### src/rtl/cpu_fetch_unit_pkg.sv
// cpu_fetch_unit_pkg: fetch-state encodings plus the address-width and reset-PC defaults
// shared by the fetch unit and anything that decodes its state.
package cpu_fetch_unit_pkg;
   localparam int          ADDR_W_DEF   = 16;
   localparam logic [15:0] RESET_PC_DEF = 16'h0000;
   typedef enum logic [1:0] {
      FETCH_BOOT = 2'd0,
      FETCH_WAIT = 2'd1,
      FETCH_HOLD = 2'd2
   } fetch_state_e;
endpackage

### src/rtl/cpu_fetch_unit_if.sv
// cpu_fetch_unit_if: ROM request/response and control-unit handshake of the fetch unit.
// o_halted exists only when CPU_FETCH_HALT_DETECT_EN is defined.
interface cpu_fetch_unit_if #(parameter int ADDR_W = 16);
   logic              o_rom_req;
   logic [ADDR_W-1:0] o_rom_addr;
   logic              i_rom_valid;
   logic [15:0]       i_rom_data;
   logic [15:0]       o_instr;
   logic              o_instr_valid;
   logic              i_instr_ready;
   logic [ADDR_W-1:0] o_pc;
   logic              i_pc_we;
   logic [ADDR_W-1:0] i_pc;
   logic              i_pc_increment;
`ifdef CPU_FETCH_HALT_DETECT_EN
   logic              o_halted;
`endif
   modport master (
`ifdef CPU_FETCH_HALT_DETECT_EN
      output o_halted,
`endif
      output o_rom_req, o_rom_addr, o_instr, o_instr_valid, o_pc,
      input  i_rom_valid, i_rom_data, i_instr_ready, i_pc_we, i_pc, i_pc_increment
   );
   modport slave (
`ifdef CPU_FETCH_HALT_DETECT_EN
      input  o_halted,
`endif
      input  o_rom_req, o_rom_addr, o_instr, o_instr_valid, o_pc,
      output i_rom_valid, i_rom_data, i_instr_ready, i_pc_we, i_pc, i_pc_increment
   );
endinterface

### src/rtl/cpu_fetch_unit.sv
// cpu_fetch_unit: program counter and single-outstanding instruction fetch with a one-deep
// valid/ready holding register. CPU_FETCH_HALT_DETECT_EN adds sticky jump-to-self halt detection.
module cpu_fetch_unit
   import cpu_fetch_unit_pkg::*;
#(
   parameter int                ADDR_W   = ADDR_W_DEF,
   parameter logic [ADDR_W-1:0] RESET_PC = ADDR_W'(RESET_PC_DEF)
) (
   input  logic              i_clk,
   input  logic              i_rst_n,
   cpu_fetch_unit_if.master  bus
);
   fetch_state_e      state_q, state_d;
   logic [ADDR_W-1:0] pc_q, pc_d, opc_q, opc_d, next_pc;
   logic [15:0]       instr_q, instr_d;
   logic              valid_q, valid_d;
   logic              retire, capture, halt_now, halted_q;

   assign retire  = valid_q && bus.i_instr_ready;
   assign next_pc = bus.i_pc_we ? bus.i_pc : bus.i_pc_increment ? pc_q + 1'b1 : pc_q;
   assign capture = state_q == FETCH_WAIT && bus.i_rom_valid && !halted_q;

   always_comb begin
      state_d = state_q == FETCH_BOOT ? FETCH_WAIT :
                capture               ? FETCH_HOLD :
                retire                ? FETCH_WAIT : state_q;
      pc_d    = retire ? next_pc : pc_q;
      instr_d = capture ? bus.i_rom_data : instr_q;
      opc_d   = capture ? pc_q : opc_q;
      valid_d = capture | (valid_q & ~retire);
   end

   always_ff @(posedge i_clk or negedge i_rst_n) begin
      if (!i_rst_n) begin
         state_q <= FETCH_BOOT;
         pc_q    <= RESET_PC;
         opc_q   <= RESET_PC;
         instr_q <= '0;
         valid_q <= 1'b0;
      end else begin
         state_q <= state_d;
         pc_q    <= pc_d;
         opc_q   <= opc_d;
         instr_q <= instr_d;
         valid_q <= valid_d;
      end
   end

   // BOOT is also the reset state, so its request must stay quiet while reset is held
   assign bus.o_rom_req     = (state_q == FETCH_BOOT && i_rst_n) || (retire && !halt_now);
   assign bus.o_rom_addr    = state_q == FETCH_BOOT ? pc_q : next_pc;
   assign bus.o_instr       = instr_q;
   assign bus.o_instr_valid = valid_q;
   assign bus.o_pc          = opc_q;

`ifdef CPU_FETCH_HALT_DETECT_EN
   logic              prev_seq_q, prev_seq_d, halted_d;
   logic [ADDR_W-1:0] prev_pc_q, prev_pc_d;

   // a jump back onto the previous, sequentially-reached instruction is a terminal loop
   assign halt_now = retire && bus.i_pc_we && prev_seq_q && bus.i_pc == prev_pc_q;

   always_comb begin
      prev_pc_d  = retire ? pc_q : prev_pc_q;
      prev_seq_d = retire ? !bus.i_pc_we && bus.i_pc_increment : prev_seq_q;
      halted_d   = halted_q | halt_now;
   end

   always_ff @(posedge i_clk or negedge i_rst_n) begin
      if (!i_rst_n) begin
         prev_pc_q  <= RESET_PC;
         prev_seq_q <= 1'b0;
         halted_q   <= 1'b0;
      end else begin
         prev_pc_q  <= prev_pc_d;
         prev_seq_q <= prev_seq_d;
         halted_q   <= halted_d;
      end
   end

   assign bus.o_halted = halted_q;
`else
   assign halt_now = 1'b0;
   assign halted_q = 1'b0;
`endif
endmodule

### src/flat_wrapper.sv
// flat-port wrapper written by rule: the top's interface ports become plain ports
module cpu_fetch_unit_flat import cpu_fetch_unit_pkg::*;
#(
   parameter int                ADDR_W   = ADDR_W_DEF,
   parameter logic [ADDR_W-1:0] RESET_PC = ADDR_W'(RESET_PC_DEF)
)
  (i_clk, i_rst_n, bus_o_rom_req, bus_o_rom_addr, bus_o_instr, bus_o_instr_valid, bus_o_pc, bus_i_rom_valid, bus_i_rom_data, bus_i_instr_ready, bus_i_pc_we, bus_i_pc, bus_i_pc_increment);
  cpu_fetch_unit_if #(.ADDR_W(ADDR_W)) bus_i ();
  input  logic i_clk;
  input  logic i_rst_n;
  output wire logic [$bits(bus_i.o_rom_req)-1:0] bus_o_rom_req;
  output wire logic [$bits(bus_i.o_rom_addr)-1:0] bus_o_rom_addr;
  output wire logic [$bits(bus_i.o_instr)-1:0] bus_o_instr;
  output wire logic [$bits(bus_i.o_instr_valid)-1:0] bus_o_instr_valid;
  output wire logic [$bits(bus_i.o_pc)-1:0] bus_o_pc;
  input wire logic [$bits(bus_i.i_rom_valid)-1:0] bus_i_rom_valid;
  input wire logic [$bits(bus_i.i_rom_data)-1:0] bus_i_rom_data;
  input wire logic [$bits(bus_i.i_instr_ready)-1:0] bus_i_instr_ready;
  input wire logic [$bits(bus_i.i_pc_we)-1:0] bus_i_pc_we;
  input wire logic [$bits(bus_i.i_pc)-1:0] bus_i_pc;
  input wire logic [$bits(bus_i.i_pc_increment)-1:0] bus_i_pc_increment;
  assign bus_o_rom_req = bus_i.o_rom_req;
  assign bus_o_rom_addr = bus_i.o_rom_addr;
  assign bus_o_instr = bus_i.o_instr;
  assign bus_o_instr_valid = bus_i.o_instr_valid;
  assign bus_o_pc = bus_i.o_pc;
  assign bus_i.i_rom_valid = bus_i_rom_valid;
  assign bus_i.i_rom_data = bus_i_rom_data;
  assign bus_i.i_instr_ready = bus_i_instr_ready;
  assign bus_i.i_pc_we = bus_i_pc_we;
  assign bus_i.i_pc = bus_i_pc;
  assign bus_i.i_pc_increment = bus_i_pc_increment;
  cpu_fetch_unit #(.ADDR_W(ADDR_W), .RESET_PC(RESET_PC)) u_core (.i_clk(i_clk), .i_rst_n(i_rst_n), .bus(bus_i));
endmodule
### config.mk
export PLATFORM = sky130hd
export DESIGN_NAME = cpu_fetch_unit_flat
export DESIGN_NICKNAME = d
export VERILOG_FILES = /design/src/rtl/cpu_fetch_unit_pkg.sv /design/src/rtl/cpu_fetch_unit_if.sv /design/src/rtl/cpu_fetch_unit.sv /design/src/flat_wrapper.sv
export SDC_FILE = /design/constraint.sdc
export NUM_CORES = 1
export LEC_CHECK = 0
export ABC_AREA = 1
export CELL_PAD_IN_SITES_DETAIL_PLACEMENT = 1
export CELL_PAD_IN_SITES_GLOBAL_PLACEMENT = 1
export CORE_AREA = 4 4 79 81
export CTS_CLUSTER_SIZE = 12
export DETAILED_ROUTE_END_ITERATION = 8
export DIE_AREA = 0 0 83 85
export DONT_BUFFER_PORTS = 1
export MAX_ROUTING_LAYER = met4
export PLACE_DENSITY_LB_ADDON = 0.05
export SYNTH_ARGS = -nofsm -noshare
export SYNTH_HDL_FRONTEND = slang
export SYNTH_SLANG_ARGS = --single-unit
export TNS_END_PERCENT = 100
### constraint.sdc
create_clock -name i_clk -period 2.26 [get_ports i_clk]
set_input_delay 0.226 -clock i_clk [delete_from_list [all_inputs] [get_ports i_clk]]
set_output_delay 0.226 -clock i_clk [all_outputs]
set_load 0.005 [all_outputs]
==> out/qor.txt <==
run status: complete, no violations
I/O Buffers: 0
vias per cell: 5.43
CP Data Required Time: 2.03 ns
#FFs+latches synth: 51
DIE WIDTH: 83 um
yosys warns: 0
vias in the first global route: 2363
TritonRoute pass-1 iters: 4
diode count: 0
Worst-Margin Slew: 0.740 ns
CTS clk-pin slew, worst paths: 0.10 ns
register area share after synthesis: 47.7%
syn nets: 362
critical path class: reg -> out
Design Power: 3.54 mW
Remaining DRCs: 0
post-placement cell count: 386
Final Hold Fails: 0
final max-slew violation count: 0
Skew-Pair Late Insertion Delay: 0.31 ns
most frequent cells in the layout: 106 x nand2_1, 51 x dfrtp_1, 41 x o21ai_0
layout cell share with drive strength beyond 1: 15.7%
final clock skew: 0.00604 ns
Yosys cell types: 27
clk root buf: clkbuf_8
leakage power: 1.34 nW
postcts setup bufs: 0
Hold WC Path Type: in -> reg
commonest non-fill, non-tap cell in the layout: nand2_1
Worst setup EP type: output pin
CP max FO: 7
design area: 2870 sq um
fin nets: 363
Cell Area, Synth: 2680 sq um
hold_ws: 0.0577 ns
Initial Util: 48.9%
post-cts hold buffer count: 3
DRT iter0 DRCs: 76
Critical Path Source Type: flip-flop
post-synth top area share: 47.7%
clock tree buffer depth: 2
max cap viols: 0
P&R area growth vs syn: 7.11%
CTS tree: done
cell-internal power: 2.07 mW
Core ar.: 5470 sq um
Sw Pwr: 1.47 mW
sw frac: 41.5%
largest net degree at the start of global routing: 52
syn avg cell area: 8.28 sq um
P per Cell Area: 1230 nW/um^2
Post-DP HPWL: 5050 um
CP cell instances: ha_1, nand3_4, nor2_4, nand2_1, xor2_1, nand2_1, nand3_1, nand2_1
die height: 85 um
Cell Rows: 27
combinational share of power: 34.6%
cell area after placement: 2730 sq um
fin crit share: 90.8%
antenna violations before repair: 0
dominant cell type by area after synthesis: dfrtp_1
IR drop worst, VDD: 612 uV
# setup viols final: 0
first-pass GRT wire length: 12100 um
Peak Freq: 487 MHz
setup_tns: 0 ns
drt wl/cell: 17.7 um
slowest stage delay, CP: 0.45 ns
Fillers: 693
Seq pwr share: 49.9%
post-route ant nets: 0
Routed Wire Length: 7040 um
# IOs: 88
Syn Inst Count: 323
Rel. slew slack: 50.6%
Vias: 2157
clock share of power: 15.5%
GRT Overall Usage: 21.6%
GP Congestion: 0.786
post-CTS sizing: 0
crit path DAT: 1.83 ns
most frequent CP cell: nand2_1
slowest cell on the critical path: dfrtp_1
die area: 7060 sq um
RSZ-0062 raised after global routing: no
grt total ovfl: 0
H-tree Lvls: 2
Final Non-Filler Cells: 397
clock net sink count: 51
most area-consuming cells after synthesis: dfrtp_1 48%, nand2_1 15%, mux2_2 8.0%
min Tclk post-route: 2.05 ns
CTS buffer count: 5
[logic make-up (layout without fill, tap and decap cells)]
kind of cell               Yosys count  after routing  share of synthesized area [%]
AOI/OAI and AO/OA                   53             53                           10.7
xor gates and xnor gates             1              1                          0.327
adders and majority gates            1              1                          0.468
buffers and inverters               39             41                           6.69
DFF                                 51             51                           47.7
muxes                               19             19                           8.00
and+or+nand+nor                    159            159                           26.1
[cell usage after synthesis (all sizes together)]
cell type  instances
or2                7
dfrtp             51
ha                 1
nand3             28
clkinv             1
a21oi              4
o21bai             3
nand4              2
inv               23
clkbuf             4
nor2              13
xor2               1
o21ai             42
o31ai              1
o211ai             3
buf               11
nand2            108
nand3b             1
mux2              19
[routing by layer]
metal / vias to the layer above / routed length (um) / track usage, %
met3: 6 / 306 / 4.76
met1: 1053 / 3200 / 27.1
met5: - / 0 / -
li1: 1049 / - / -
met2: 49 / 3470 / 36.2
met4: 0 / 68 / 4.46
[path summary, 6_finish.rpt]
path	slack (ns)	cells after the start	start	end
max	0.21	8	u_core.pc_q[1]$_DFFE_PN0P_	bus_o_rom_addr[8]
min	0.06	1	bus_i_rom_data[10]	u_core.bus.o_instr[10]$_DFFE_PN0P_
max reg2reg	0.69	8	u_core.pc_q[1]$_DFFE_PN0P_	u_core.pc_q[8]$_DFFE_PN0P_
min reg2reg	0.52	2	u_core.bus.o_pc[9]$_DFFE_PN0P_	u_core.bus.o_pc[9]$_DFFE_PN0P_
max in group asynchronous	1.59	2	i_rst_n	u_core.pc_q[1]$_DFFE_PN0P_
min in group asynchronous	0.45	2	i_rst_n	u_core.state_q[1]$_DFFE_PN0P_
[power groups by stage]
stage / logic, mW / clock network (mW) / registers, mW
after floorplan: 0.972 / 0 / 1.67
after global placement: 1.17 / 0 / 1.77
after detailed placement: 1.22 / 0 / 1.80
after CTS: 1.25 / 0.571 / 1.78
after global routing: 1.43 / 0.619 / 1.83
final: 1.22 / 0.549 / 1.76
[sequential cells by signal, summed over array words and instances (netlist names)]
signal and count:
u_core.bus.o_instr 16, u_core.bus.o_instr_valid 1, u_core.bus.o_pc 16, u_core.pc_q 16, u_core.state_q 2
[final cells by class]
type                            count  area, sq um  area share (%)
Multi-Input combinational cell    233         1220            42.8
Clock inverter                      3         22.5           0.786
Timing Repair Buffer                9         92.6            3.23
Sequential cell                    51         1280            44.5
Clock buffer                        5         68.8            2.40
Tap cell                           72         90.1            3.14
Inverter                           24         90.1            3.14
[critical path: cells and delay by family, from the launching register on]
kind / cells / cell delay [ns]
DFF: 1 / 0.45
and+or+nand+nor: 6 / 0.67
xor gates and xnor gates: 1 / 0.15
adders and majority gates: 1 / 0.24
[through the flow]
stage               setup WS [ns]  util (%)
finish                      0.208      52.4
detailed placement          0.542      49.8
global placement            0.589      49.8
floorplan                   0.767         -
global route               0.0394      52.4
CTS                         0.184      52.4
(Power assumes the default switching activity.)
